[src/rtl/freq_div_pkg.sv]
// Shared constants and the high-phase clamp rule for the programmable clock divider.
package freq_div_pkg;

  localparam int CW_DEF      = 8;
  localparam int MAX_CH      = 16;
  localparam int MIN_DIV     = 2;
  // High phase must end at least this many cycles before the period wraps.
  localparam int HIGH_MARGIN = 1;

  function automatic int unsigned clamp_high(input int unsigned div, input int unsigned high);
    return (high >= div) ? (div - HIGH_MARGIN) : high;
  endfunction

endpackage

[src/rtl/freq_div_ch.sv]
// One divider channel: period counter, active/pending config, registered clock and period-start outputs.
module freq_div_ch
  import freq_div_pkg::*;
#(
  parameter int             CW       = CW_DEF,
  parameter logic [CW-1:0]  RST_DIV  = CW'(4),
  parameter logic [CW-1:0]  RST_HIGH = CW'(2)
) (
  input  logic          clk,
  input  logic          rst,
  input  logic          en_i,
  input  logic          wr_i,
  input  logic [CW-1:0] div_i,
  input  logic [CW-1:0] high_i,
  output logic          clk_o,
  output logic          start_o,
  output logic          pend_o
);

  logic [CW-1:0] cnt_q, cnt_d;
  logic [CW-1:0] div_q, div_d;
  logic [CW-1:0] high_q, high_d;
  logic [CW-1:0] pdiv_q, pdiv_d;
  logic [CW-1:0] phigh_q, phigh_d;
  logic          pend_q, pend_d;
  logic          run_q, run_d;
  logic          clk_q, clk_d;
  logic          start_q, start_d;
  logic          last_cnt;
  logic          boundary;

  always_comb begin
    last_cnt = (cnt_q == (div_q - CW'(1)));
    // No period in flight (idle, stopping, or wrapping): config can land without cutting a pulse.
    boundary = !run_q || !en_i || last_cnt;

    div_d   = div_q;
    high_d  = high_q;
    pdiv_d  = pdiv_q;
    phigh_d = phigh_q;
    pend_d  = pend_q;

    if (boundary) begin
      if (wr_i) begin
        div_d  = div_i;
        high_d = high_i;
      end else if (pend_q) begin
        div_d  = pdiv_q;
        high_d = phigh_q;
      end
      pend_d = 1'b0;
    end else if (wr_i) begin
      pdiv_d  = div_i;
      phigh_d = high_i;
      pend_d  = 1'b1;
    end

    run_d = en_i;
    if (!en_i || !run_q || last_cnt) begin
      cnt_d = '0;
    end else begin
      cnt_d = cnt_q + CW'(1);
    end

    // Outputs are registered from the next count so they line up with cnt in the same cycle.
    clk_d   = en_i && (cnt_d < high_d);
    start_d = en_i && (cnt_d == '0);
  end

  always_ff @(posedge clk) begin
    if (rst) begin
      cnt_q   <= '0;
      div_q   <= RST_DIV;
      high_q  <= RST_HIGH;
      pdiv_q  <= RST_DIV;
      phigh_q <= RST_HIGH;
      pend_q  <= 1'b0;
      run_q   <= 1'b0;
      clk_q   <= 1'b0;
      start_q <= 1'b0;
    end else begin
      cnt_q   <= cnt_d;
      div_q   <= div_d;
      high_q  <= high_d;
      pdiv_q  <= pdiv_d;
      phigh_q <= phigh_d;
      pend_q  <= pend_d;
      run_q   <= run_d;
      clk_q   <= clk_d;
      start_q <= start_d;
    end
  end

  assign clk_o   = clk_q;
  assign start_o = start_q;
  assign pend_o  = pend_q;

endmodule

[src/rtl/freq_div_prog.sv]
// Multi-channel programmable clock divider: config decode, clamp and error pulse, plus NUM_CH channels.
module freq_div_prog
  import freq_div_pkg::*;
#(
  parameter int NUM_CH   = 4,
  parameter int CW       = CW_DEF,
  parameter int DEF_DIV  = 4,
  parameter int DEF_HIGH = 2
) (
  input  logic              clk,
  input  logic              rst,
  input  logic [NUM_CH-1:0] en,
  input  logic              cfg_wr,
  input  logic [3:0]        cfg_ch,
  input  logic [CW-1:0]     cfg_div,
  input  logic [CW-1:0]     cfg_high,
  output logic [NUM_CH-1:0] clk_div_out,
  output logic [NUM_CH-1:0] period_start,
  output logic [NUM_CH-1:0] cfg_pend,
  output logic              cfg_err
);

  localparam logic [CW-1:0] RST_DIV  = CW'(DEF_DIV);
  localparam logic [CW-1:0] RST_HIGH = CW'(clamp_high(DEF_DIV, DEF_HIGH));
  localparam int            CH_LIM   = (NUM_CH < MAX_CH) ? NUM_CH : MAX_CH;

  logic          accept;
  logic [CW-1:0] high_clamped;
  logic          cfg_err_q, cfg_err_d;

  always_comb begin
    accept       = cfg_wr && (32'(cfg_ch) < 32'(CH_LIM)) && (32'(cfg_div) >= 32'(MIN_DIV));
    high_clamped = CW'(clamp_high(32'(cfg_div), 32'(cfg_high)));
    cfg_err_d    = cfg_wr && !accept;
  end

  always_ff @(posedge clk) begin
    if (rst) begin
      cfg_err_q <= 1'b0;
    end else begin
      cfg_err_q <= cfg_err_d;
    end
  end

  assign cfg_err = cfg_err_q;

  for (genvar g = 0; g < NUM_CH; g++) begin : g_ch
    freq_div_ch #(
      .CW       (CW),
      .RST_DIV  (RST_DIV),
      .RST_HIGH (RST_HIGH)
    ) u_ch (
      .clk     (clk),
      .rst     (rst),
      .en_i    (en[g]),
      .wr_i    (accept && (cfg_ch == 4'(g))),
      .div_i   (cfg_div),
      .high_i  (high_clamped),
      .clk_o   (clk_div_out[g]),
      .start_o (period_start[g]),
      .pend_o  (cfg_pend[g])
    );
  end

endmodule

[config.mk]
export PLATFORM = sky130hd
export DESIGN_NAME = freq_div_prog
export DESIGN_NICKNAME = d
export VERILOG_FILES = /design/src/rtl/freq_div_pkg.sv /design/src/rtl/freq_div_ch.sv /design/src/rtl/freq_div_prog.sv
export SDC_FILE = /design/constraint.sdc
export NUM_CORES = 1
export LEC_CHECK = 0
export ABC_AREA = 1
export BUFFER_PORTS_ARGS = -buffer_cell sky130_fd_sc_hd__buf_2
export CAP_MARGIN = 10
export CORE_ASPECT_RATIO = 0.6
export CORE_MARGIN = 2
export CORE_UTILIZATION = 45
export DETAILED_ROUTE_END_ITERATION = 6
export GPL_TIMING_DRIVEN = 0
export PLACE_DENSITY = 0.64
export SLEW_MARGIN = 20
export SYNTH_ARGS = -nofsm -noshare
export SYNTH_HDL_FRONTEND = slang
export SYNTH_SLANG_ARGS = --single-unit
[constraint.sdc]
create_clock -name clk -period 6.2 [get_ports clk]
set_input_delay 0.31 -clock clk [delete_from_list [all_inputs] [get_ports clk]]
set_output_delay 0.31 -clock clk [all_outputs]
set_load 0.005 [all_outputs]
==> metrics <==
Yosys top cell area share a little over a third; synthesis-to-layout area growth 11.9%; Clock Skew roughly 0.012 ns; Main synth FF type dfxtp_1; post-route clock period utilization 61.6%; post-synthesis register bit count ~180; CP max stage delay roughly 0.85 ns; final-stage net count around 1500; Remaining DRCs 7; most used cell, CP nand2_1; WP data required approximately 6.6 ns; post-synth top area cell dfxtp_1; largest net degree at the start of global routing 17; final setup TNS 0 ns; WHS between 0.1 and 0.15 ns; CTS Sinks roughly 180; final worst path period need between 3 and 4 ns; Final Max Tran Viols 0; setup ws final ~2.4 ns; max cap viols 0; crit path capture type flop; Hold-fix buffers, CTS 0; First-pass DRT Iterations 7; Worst-Margin Slew 1.08 ns; Port Buffers 35; maximum clock insertion buffer count 2; initial antenna violation count 0; vias in the first global route 8198; critical-path cell list buf_2 -> inv_1 -> clkbuf_1 -> ha_1 -> nand2_1 -> inv_1 -> nand2_1 -> nand2_1 -> nand2_1 -> nand2_1 -> o21ai_0 -> inv_1 -> o22ai_1 -> a22o_1 -> inv_2 -> ha_1 -> a21oi_1 -> nand2_1 -> a21oi_1; sequential-to-total area share from yosys stat between 30% and 40%; Synth Cell Area about 9800 um^2; Post-DRT Antenna Nets 0; Clock Pin Slew Worst Setup and Hold Paths roughly 0.070 ns; initial DRC count 738; Mapped Nets 1473; Post-CTS Resized 0; CTS buffer count 17; WL/cell approximately 16 um; worst skew pair latency 0.44 ns; most common cell after layout, fill and taps aside nand2_1; WS Path Type in -> reg; CP Launch Type primary input; synth top area cells dfxtp_1, nand2_1, inv_1; most frequent cells in the layout nand2_1, dfxtp_1, inv_1, nor2_1, a21oi_1; Hold WC Path Type in -> reg; Filler cells around 2100; FP Rows just over 40; GRT overflow 0; die area 23000 um^2; placer's final routability congestion estimate 0.890; global-route wire length before repair about 44000 um; peak fanout along the critical path 10; Syn Area/Cell approximately 7 um^2; HPWL Detailed around 21000 um; RSZ-0062 raised after global routing no; failing checks design-rule violations; post-synth cell types 41; final WL roughly 27000 um; Final Hold Viols 0; Cells after Synth 1400; Pleak slightly below 0.005 uW; H-tree depth 4; async set-reset flop share out of synthesis 0%; Via Count just over 9000; Die Wd 194 um; Ys Warns 0; share of layout cells above drive strength 1 a little over an eighth; Crit-path slowest cell o21ai_0; Max VDD drop 207 uV; TritonCTS clock tree done; via density per instance around 5.2; Place WS a little over 2 ns; status finished with violations; critical path arrival around 4.2 ns; antenna cells 0; reg2reg setup slack around 3.1 ns; clock root buffer clkbuf_16; Die H about 120 um; pwr/cell area between 200 and 250 nW/um^2; CORE AREA roughly 21000 um^2; Post-synth EDFFs 0; Max Clock Freq roughly 0.26 GHz; Final Setup Violations 0; Top-Level Pins 40; GRT Total Usage 24.1%; Initial Util between 40% and 50%; slew margin rel. between 20% and 30%; post-CTS setup repair buffer count 0
==> logic make-up (layout without fill, tap and decap cells) <==
group	Yosys count	count (layout)	synth area share (%)
simple gates	621	621	27.9
buf+inv	270	336	12.1
compound gates	250	250	14.7
flops	177	177	36.2
fa+ha+maj	46	46	5.88
xor+xnor	36	36	3.22
==> registers in the layout (all words and copies together) (netlist names) <==
signal,count
g_ch.u_ch.div_q,32
g_ch.u_ch.clk_o,4
g_ch.u_ch.cnt_q,32
g_ch.u_ch.run_q,4
cfg_err,1
g_ch.u_ch.pdiv_q,32
g_ch.u_ch.pend_o,4
g_ch.u_ch.high_q,32
g_ch.u_ch.phigh_q,32
g_ch.u_ch.start_o,4
==> layout make-up <==
class / instances / area, um^2 / area share, %
inverter: 200 / 761 / 6.94
sequential: 177 / 3540 / 32.3
timing repair buffer: 35 / 175 / 1.60
tap: 279 / 349 / 3.19
clock inverter: 8 / 151 / 1.38
multi-input combinational: 953 / 5070 / 46.2
buffer: 70 / 422 / 3.85
clock buffer: 23 / 488 / 4.45
==> critical path, delay by kind of cell <==
| kind | cells | cell delay (ns) |
|---|---|---|
| simple gates | 6 | 0.42 |
| fa+ha+maj | 2 | 0.63 |
| compound gates | 5 | 1.69 |
| buf+inv | 6 | 1.12 |
==> where the power goes <==
part	internal, uW	leakage, uW	switching [uW]
combinational	54.4	0.00317	139
sequential	1150	0.00143	4.63
clock	717	0.000302	460
total	1920	0.00490	604
==> path summary, 6_finish.rpt <==
path	to	cells past startpoint	startpoint
worst min-delay path	g_ch[1].u_ch.run_q	3	en[1]
worst min register to register	g_ch[1].u_ch.phigh_q[5]	2	g_ch[1].u_ch.phigh_q[5]
worst max register to register	g_ch[2].u_ch.clk_o	18	g_ch[2].u_ch.div_q[0]
worst max-delay path	g_ch[3].u_ch.clk_o	19	cfg_div[2]
==> cells in the mapped netlist (9+ instances only) <==
library cell,instances
nand2_1,333
nor3_1,23
nor2_1,144
ha_1,46
a21oi_1,74
o21ai_0,69
nand2_2,13
buf_2,22
xnor2_1,12
nand3_1,70
o22ai_1,28
buf_4,17
inv_1,156
xor2_1,24
dfxtp_1,177
buf_6,9
o21ai_1,14
clkbuf_1,22
inv_2,39
a31oi_1,28
o211ai_1,9
a22o_1,22
==> routing by layer <==
layer	routed length, um	global-route usage (%)
met1	14200	37.6
met2	10300	32.4
met3	2400	5.99
met4	287	5.67
met5	0	0
==> through the flow <==
stage | cells | area, um^2 | power [uW] | utilization [%]
detailed placement | 1714 | 10300 | 1360 | 48.7
global placement | 1714 | 10300 | 1360 | 48.7
floorplan | 1400 | 9790 | 1290 | -
finish | 1745 | 11000 | 2520 | 51.7
CTS | 1745 | 11000 | 2530 | 51.7
global route | 1745 | 11000 | 2600 | 51.7
Note: power is estimated with default switching activity, not from simulation.
